<file path="src/rtl/mole_height_animator_if.sv">
// mole_height_animator_if
//   Bundles the game-core controls and the display-side outputs of the mole
//   height animator. The game core / testbench drives the master side; the
//   animator is the slave.
//   pause     : freezes prescaler and all channels
//   mole_up   : per-hole "mole should be up" level
//   hit       : per-hole single-cycle hammer strobe
//   heights   : packed per-hole heights, hole i at [i*H_W +: H_W]
//   hit_flag  : per-hole stunned indication (HOLD or KNOCK)
//   moving    : per-hole animation-in-progress (RISE, FALL or KNOCK)
//   tick      : exported animation tick
interface mole_height_animator_if #(
    parameter int N_MOLES = 12,
    parameter int H_W     = 6
);
    logic                     pause;
    logic [N_MOLES-1:0]       mole_up;
    logic [N_MOLES-1:0]       hit;
    logic [N_MOLES*H_W-1:0]   heights;
    logic [N_MOLES-1:0]       hit_flag;
    logic [N_MOLES-1:0]       moving;
    logic                     tick;

    modport master (output pause, mole_up, hit,
                    input  heights, hit_flag, moving, tick);
    modport slave  (input  pause, mole_up, hit,
                    output heights, hit_flag, moving, tick);
endinterface

</file>
<file path="src/rtl/mole_height_animator.sv">
// mole_height_animator
//   Per-hole pop-up height animation for the whack-a-mole display path.
//   A shared prescaler produces one animation tick every TICK_DIV clocks
//   (frozen while pause is high); each hole runs an independent FSM
//   (DOWN/RISE/UP/FALL plus a hit knockdown HOLD/KNOCK) that steps its
//   height only on ticks. Hits are accepted on any unpaused clock.
//   Ports: clk, reset (async, active low), bus (slave side of
//   mole_height_animator_if; see that file for the signal list).
//   All outputs are registered. The exported tick is the registered copy
//   of the internal tick, so it rises together with the heights that tick
//   produced.

module mole_height_channel #(
    parameter int H_W      = 6,
    parameter int H_MAX    = 40,
    parameter int HIT_HOLD = 8,
    parameter int HIT_STEP = 2
) (
    input  logic           clk,
    input  logic           reset,
    input  logic           tick,
    input  logic           pause,
    input  logic           mole_up,
    input  logic           hit,
    output logic [H_W-1:0] height,
    output logic           hit_flag,
    output logic           moving
);
    typedef enum logic [2:0] {DOWN, RISE, UP, FALL, HOLD, KNOCK} state_t;

    localparam int             HC_W = $clog2(HIT_HOLD + 1);
    localparam logic [H_W-1:0] HMAX = H_W'(H_MAX);
    localparam logic [H_W-1:0] ONE  = H_W'(1);

    state_t          state, state_n;
    logic [H_W-1:0]  height_n;
    logic            armed, armed_n;
    logic [HC_W-1:0] hold_cnt, hold_n;
    logic            hit_ok;

    // Only a visible, animating mole can be struck; pause drops the strobe.
    assign hit_ok = hit && !pause && (height != '0) &&
                    (state == RISE || state == UP || state == FALL);

    always_comb begin
        state_n  = state;
        height_n = height;
        armed_n  = armed;
        hold_n   = hold_cnt;
        if (hit_ok) begin
            // Hit wins over a coincident tick: no height step, no hold count.
            state_n = HOLD;
            hold_n  = '0;
        end else if (tick) begin
            unique case (state)
                DOWN: begin
                    if (mole_up && armed) begin
                        state_n  = RISE;
                        height_n = ONE;
                    end else if (!mole_up) begin
                        armed_n = 1'b1;
                    end
                end
                RISE, FALL: begin
                    if (mole_up) begin
                        height_n = height + ONE;
                        state_n  = (height == HMAX - ONE) ? UP : RISE;
                    end else begin
                        height_n = height - ONE;
                        state_n  = (height == ONE) ? DOWN : FALL;
                    end
                end
                UP: begin
                    if (!mole_up) begin
                        state_n  = FALL;
                        height_n = HMAX - ONE;
                    end
                end
                HOLD: begin
                    hold_n = hold_cnt + 1'b1;
                    if (hold_cnt == HC_W'(HIT_HOLD - 1)) state_n = KNOCK;
                end
                KNOCK: begin
                    // Compare in H_W+1 bits so the last step clamps at 0.
                    if ({1'b0, height} <= (H_W+1)'(HIT_STEP)) begin
                        height_n = '0;
                        state_n  = DOWN;
                        armed_n  = 1'b0;
                    end else begin
                        height_n = height - H_W'(HIT_STEP);
                    end
                end
                default: state_n = DOWN;
            endcase
        end
    end

    always_ff @(posedge clk or negedge reset) begin
        if (!reset) begin
            state    <= DOWN;
            height   <= '0;
            armed    <= 1'b1;
            hold_cnt <= '0;
            hit_flag <= 1'b0;
            moving   <= 1'b0;
        end else begin
            state    <= state_n;
            height   <= height_n;
            armed    <= armed_n;
            hold_cnt <= hold_n;
            hit_flag <= (state_n == HOLD) || (state_n == KNOCK);
            moving   <= (state_n == RISE) || (state_n == FALL) || (state_n == KNOCK);
        end
    end
endmodule

module mole_height_animator #(
    parameter int N_MOLES  = 12,
    parameter int H_W      = 6,
    parameter int H_MAX    = 40,
    parameter int TICK_DIV = 131072,
    parameter int HIT_HOLD = 8,
    parameter int HIT_STEP = 2
) (
    input logic                   clk,
    input logic                   reset,
    mole_height_animator_if.slave bus
);
    localparam int CNT_W = $clog2(TICK_DIV);

    logic [CNT_W-1:0]              div_cnt;
    logic                          tick_int;
    logic [N_MOLES-1:0][H_W-1:0]   h_arr;
    logic [N_MOLES-1:0]            flag_arr;
    logic [N_MOLES-1:0]            mov_arr;

    assign tick_int = (div_cnt == CNT_W'(TICK_DIV - 1)) && !bus.pause;

    always_ff @(posedge clk or negedge reset) begin
        if (!reset) begin
            div_cnt  <= '0;
            bus.tick <= 1'b0;
        end else begin
            bus.tick <= tick_int;
            if (!bus.pause) div_cnt <= tick_int ? '0 : div_cnt + 1'b1;
        end
    end

    for (genvar i = 0; i < N_MOLES; i++) begin : g_ch
        mole_height_channel #(
            .H_W(H_W), .H_MAX(H_MAX), .HIT_HOLD(HIT_HOLD), .HIT_STEP(HIT_STEP)
        ) u_ch (
            .clk      (clk),
            .reset    (reset),
            .tick     (tick_int),
            .pause    (bus.pause),
            .mole_up  (bus.mole_up[i]),
            .hit      (bus.hit[i]),
            .height   (h_arr[i]),
            .hit_flag (flag_arr[i]),
            .moving   (mov_arr[i])
        );
    end

    assign bus.heights  = h_arr;
    assign bus.hit_flag = flag_arr;
    assign bus.moving   = mov_arr;
endmodule

</file>
<file path="src/flat_wrapper.sv">
// flat-port wrapper written by rule: the top's interface ports become plain ports
module mole_height_animator_flat 
#(
    parameter int N_MOLES  = 12,
    parameter int H_W      = 6,
    parameter int H_MAX    = 40,
    parameter int TICK_DIV = 131072,
    parameter int HIT_HOLD = 8,
    parameter int HIT_STEP = 2
)
  (clk, reset, bus_pause, bus_mole_up, bus_hit, bus_heights, bus_hit_flag, bus_moving, bus_tick);
  mole_height_animator_if #(.N_MOLES(N_MOLES), .H_W(H_W)) bus_i ();
  input logic clk;
  input logic reset;
  input wire logic [$bits(bus_i.pause)-1:0] bus_pause;
  input wire logic [$bits(bus_i.mole_up)-1:0] bus_mole_up;
  input wire logic [$bits(bus_i.hit)-1:0] bus_hit;
  output wire logic [$bits(bus_i.heights)-1:0] bus_heights;
  output wire logic [$bits(bus_i.hit_flag)-1:0] bus_hit_flag;
  output wire logic [$bits(bus_i.moving)-1:0] bus_moving;
  output wire logic [$bits(bus_i.tick)-1:0] bus_tick;
  assign bus_i.pause = bus_pause;
  assign bus_i.mole_up = bus_mole_up;
  assign bus_i.hit = bus_hit;
  assign bus_heights = bus_i.heights;
  assign bus_hit_flag = bus_i.hit_flag;
  assign bus_moving = bus_i.moving;
  assign bus_tick = bus_i.tick;
  mole_height_animator #(.N_MOLES(N_MOLES), .H_W(H_W), .H_MAX(H_MAX), .TICK_DIV(TICK_DIV), .HIT_HOLD(HIT_HOLD), .HIT_STEP(HIT_STEP)) u_core (.clk(clk), .reset(reset), .bus(bus_i));
endmodule
</file>
<file path="config.mk">
export PLATFORM = sky130hd
export DESIGN_NAME = mole_height_animator_flat
export DESIGN_NICKNAME = d
export VERILOG_FILES = /design/src/rtl/mole_height_animator_if.sv /design/src/rtl/mole_height_animator.sv /design/src/flat_wrapper.sv
export SDC_FILE = /design/constraint.sdc
export NUM_CORES = 1
export LEC_CHECK = 0
export ABC_AREA = 0
export BUFFER_PORTS_ARGS = -buffer_cell sky130_fd_sc_hd__buf_2
export CAP_MARGIN = 25
export CORE_UTILIZATION = 51
export CTS_CLUSTER_DIAMETER = 120
export DETAILED_ROUTE_END_ITERATION = 10
export HOLD_SLACK_MARGIN = 0.03
export PLACE_DENSITY = 0.7
export SETUP_SLACK_MARGIN = 0.3
export SYNTH_ARGS = -nofsm -noshare
export SYNTH_HDL_FRONTEND = slang
export SYNTH_SLANG_ARGS = --single-unit
</file>
<file path="constraint.sdc">
create_clock -name clk -period 3.66 [get_ports clk]
set_input_delay 0.915 -clock clk [delete_from_list [all_inputs] [get_ports clk]]
set_output_delay 0.915 -clock clk [all_outputs]
set_load 0.03 [all_outputs]
</file>
==> results.cfg <==
[logic_synthesis]
synth_largest_type_area_fraction = 0.311
synth.distinct_cells = 101
syn-instance-count = 1780
synthesis.area_per_instance_um2 = 8.94
yosys-top-cells-count = 198 x sky130_fd_sc_hd__dfrtp_1, 161 x sky130_fd_sc_hd__nor2_1, 110 x sky130_fd_sc_hd__ha_1, 101 x sky130_fd_sc_hd__nand2_1, 90 x sky130_fd_sc_hd__a21oi_1
ys_async_sr_fraction = 1.00
synth.net_count = 1917
postSynth.topFlopCell = sky130_fd_sc_hd__dfrtp_1
ys_warn_count = 0
mappedNetlistArea_um2 = 15900
synth.most_common_cell = sky130_fd_sc_hd__dfrtp_1
ys_top_cells_by_area = sky130_fd_sc_hd__dfrtp_1 31%, sky130_fd_sc_hd__ha_1 8.7%, sky130_fd_sc_hd__nor2_1 3.8%
edff_count_synth = 0
yosysSeqAreaShare = 0.331
synth_top_area_cell = sky130_fd_sc_hd__dfrtp_1
yosys_register_bits = 210

[grt]
first_global_vias = 13000
wire_length_of_the_first_global_routing_pass_mm = 64.0
antenna_violations_before_repair = 2
gr-total-overflow = 0
global_route.usage.total = 0.241
maximum_number_of_pins_on_one_net_before_global_route_repair = 85

[clocking]
cts.reportedPaths.clkPinSlew_ns = 0.06
cts_inserted_buffers = 25
tritoncts_num_sinks = 210
clock_latency_ns = 0.53
clock_root_buffer_master = sky130_fd_sc_hd__clkbuf_16
clock_path_buffers = 3
cts-hold-fix-buffers = 0
cts_tree = done
cts-htree-levels = 1

[detailed_routing]
via_per_inst = 6.17
postRouteAntennaNets = 0
dr_total_vias = 13800
wl_per_cell_um = 17.1
drc = 0
drt-initial-drc-count = 937
detailedRoute.firstPassIterationCount = 6
wirelength_routed_mm = 38.1

[finish]
num-fill-cells = 2750
utilization = 0.570
finish.net_count = 1955
syn2layout_area_growth_pct = 9.85
seq_area_um2 = 5270
drive_gt1_frac = 0.146
multi_input_comb_area_um2 = 9690

[placed_design]
place.detailed.hpwl_mm = 26.5
numPortBuffers = 123
gpl.final_weighted_congestion = 0.894
placement.setup.worst_slack_ns = 0.416

[power_and_ir_drop]
vdd.ir_drop.worst_v = 0.000338
power_density_nw_per_um2 = 315
design_power_total_mw = 5.51
p_leak_nw = 7.80

[die]
fp.dieH_um = 179
floorplan.initialDensity = 0.519
fp.dieArea_um2 = 31900
core_region_area_um2 = 30700
rows = 64
die-width_um = 179
ioPinCount = 124

[timing]
worst_clock_skew_ns = 0.0255
relSlewSlack = 0.488
timing.final.crit_period_ns = 3.14
fin_ws_ns = 0.516
rsz0062_at_grt = true
timing.final.setup_violations = 0
tightestPinTransition_ns = 0.768
finalCritPeriodShare = 0.859
timing.fmax_ghz = 0.318
count_of_final_hold_check_violations = 0
setup_total_negative_slack_ns = 0
final-max-slew-violation-count = 0

[setup_path]
r2r_end = u_core.g_ch[4].u_ch.height[5]
worstPathCellList = and4_1 > nand4_1 > nor4_2 > ha_2 > nand2b_4 > clkinv_2 > buf_12 > o211ai_1 > a21o_1 > a221o_1
start_kind = flip-flop
cp_data_arrival_time_ns = 3.56
timing.critical_path.fanout_max = 21
critPathSlowestCell = sky130_fd_sc_hd__dfrtp_1
worstPathRequired_ns = 4.07
critical-path-max-stage-delay_ns = 0.44
worstReg2RegStart = u_core.div_cnt[4]
timing.critical_path.to_type = flip-flop
critPathKind = reg2reg
reg2regPathDepth = 10
regToRegSetupSlack_ns = 0.52

[job]
max_cap_violations = 0

[hold_path]
worst_hold_path_type = in2async

[status]
outcome = complete, no violations
==> cells in the final DEF, fill, tap and decap left out, types with 30 or more instances in the layout <==
cell type                  synthesis  routed
sky130_fd_sc_hd__xor2_1           36      36
sky130_fd_sc_hd__nor2_1          161     161
sky130_fd_sc_hd__mux2i_1          30      30
sky130_fd_sc_hd__a21oi_1          90      90
sky130_fd_sc_hd__a31oi_1          42      42
sky130_fd_sc_hd__xnor2_1          44      44
sky130_fd_sc_hd__dfrtp_1         198     198
sky130_fd_sc_hd__inv_1            88      87
sky130_fd_sc_hd__nand2b_1         55      54
sky130_fd_sc_hd__ha_1            110     109
sky130_fd_sc_hd__nor3_1           43      39
sky130_fd_sc_hd__nand2_1         101     101
sky130_fd_sc_hd__o21ai_0          85      85
sky130_fd_sc_hd__buf_2            25     122
==> kinds of logic (layout without fill, tap and decap cells) <==
group                      after synthesis  count (layout)  synth area share
AOI/OAI and AO/OA                      532             532             0.252
muxes                                   33              33            0.0210
other                                    0               1                 0
xor gates and xnor gates                80              80            0.0440
DFF                                    210             210             0.331
buffers and inverters                  223             280            0.0624
adders and majority gates              110             110            0.0865
and+or+nand+nor                        592             592             0.203
==> where the power goes <==
part	switching, mW	internal, mW
logic	0.289	0.151
registers	0.117	2.38
clock network	0.994	1.58
==> flip-flops by register name, summed over array words and instances, names as in the netlist <==
| name | cells |
|---|---|
| u_core.bus.tick | 1 |
| u_core.div_cnt | 17 |
| u_core.g_ch.u_ch.moving | 12 |
| u_core.g_ch.u_ch.height | 72 |
| u_core.g_ch.u_ch.armed | 12 |
| u_core.g_ch.u_ch.hold_cnt | 48 |
| u_core.g_ch.u_ch.hit_flag | 12 |
| u_core.g_ch.u_ch.state | 36 |
==> critical path: cells and delay by family, from the launching register on <==
kind	cells	cell delay, ns
AND/OR/NAND/NOR	4	1.05
adder cells (fa/ha/maj)	1	0.29
flip-flops	1	0.44
buffers and inverters	2	0.44
AO/OA/AOI/OAI	3	0.82
==> area by class of cell <==
cell class,instances,share of cell area
repair buffers,144,0.0470
clock buffers,39,0.0440
clock inverters,7,0.00523
well taps,396,0.0284
flip-flops and latches,210,0.302
inverters,90,0.0194
diodes,1,0.000143
multi-input cells,1347,0.554
==> per-layer routing <==
metal | vias up | GRT usage | share of wire
met4 | 2 | 0.0565 | 0.014
li1 | 6631 | - | -
met2 | 357 | 0.399 | 0.48
met5 | - | 0 | 0.00034
met3 | 47 | 0.0249 | 0.046
met1 | 6743 | 0.335 | 0.46
==> worst max path at each step <==
stage | start | slack [ns] | to
after floorplan | u_core.div_cnt[3] | 0.91 | u_core.g_ch[11].u_ch.moving
after global placement | u_core.div_cnt[3] | 0.51 | u_core.g_ch[10].u_ch.hold_cnt[3]
after detailed placement | u_core.div_cnt[4] | 0.42 | u_core.g_ch[4].u_ch.height[5]
after CTS | u_core.div_cnt[3] | 0.42 | u_core.g_ch[4].u_ch.height[5]
after global routing | u_core.div_cnt[3] | 0.28 | u_core.g_ch[10].u_ch.hold_cnt[3]
final | u_core.div_cnt[4] | 0.52 | u_core.g_ch[4].u_ch.height[5]
==> per-stage QoR <==
step | area, µm² | cells | hold WS, ns
floorplan | 15900 | 1780 | 0.452
global placement | 16600 | 2185 | 0.468
detailed placement | 16600 | 2185 | 0.483
CTS | 17400 | 2231 | 0.395
global route | 17500 | 2233 | 0.415
finish | 17500 | 2234 | 0.359
==> what timing repair did <==
item / 4_1_cts / 5_1_grt
setup endpoints to repair: 0 / 34
setup buffers: 0 / 2
resized for setup: 0 / 7
No activity file was read; power rests on OpenSTA's default activity.
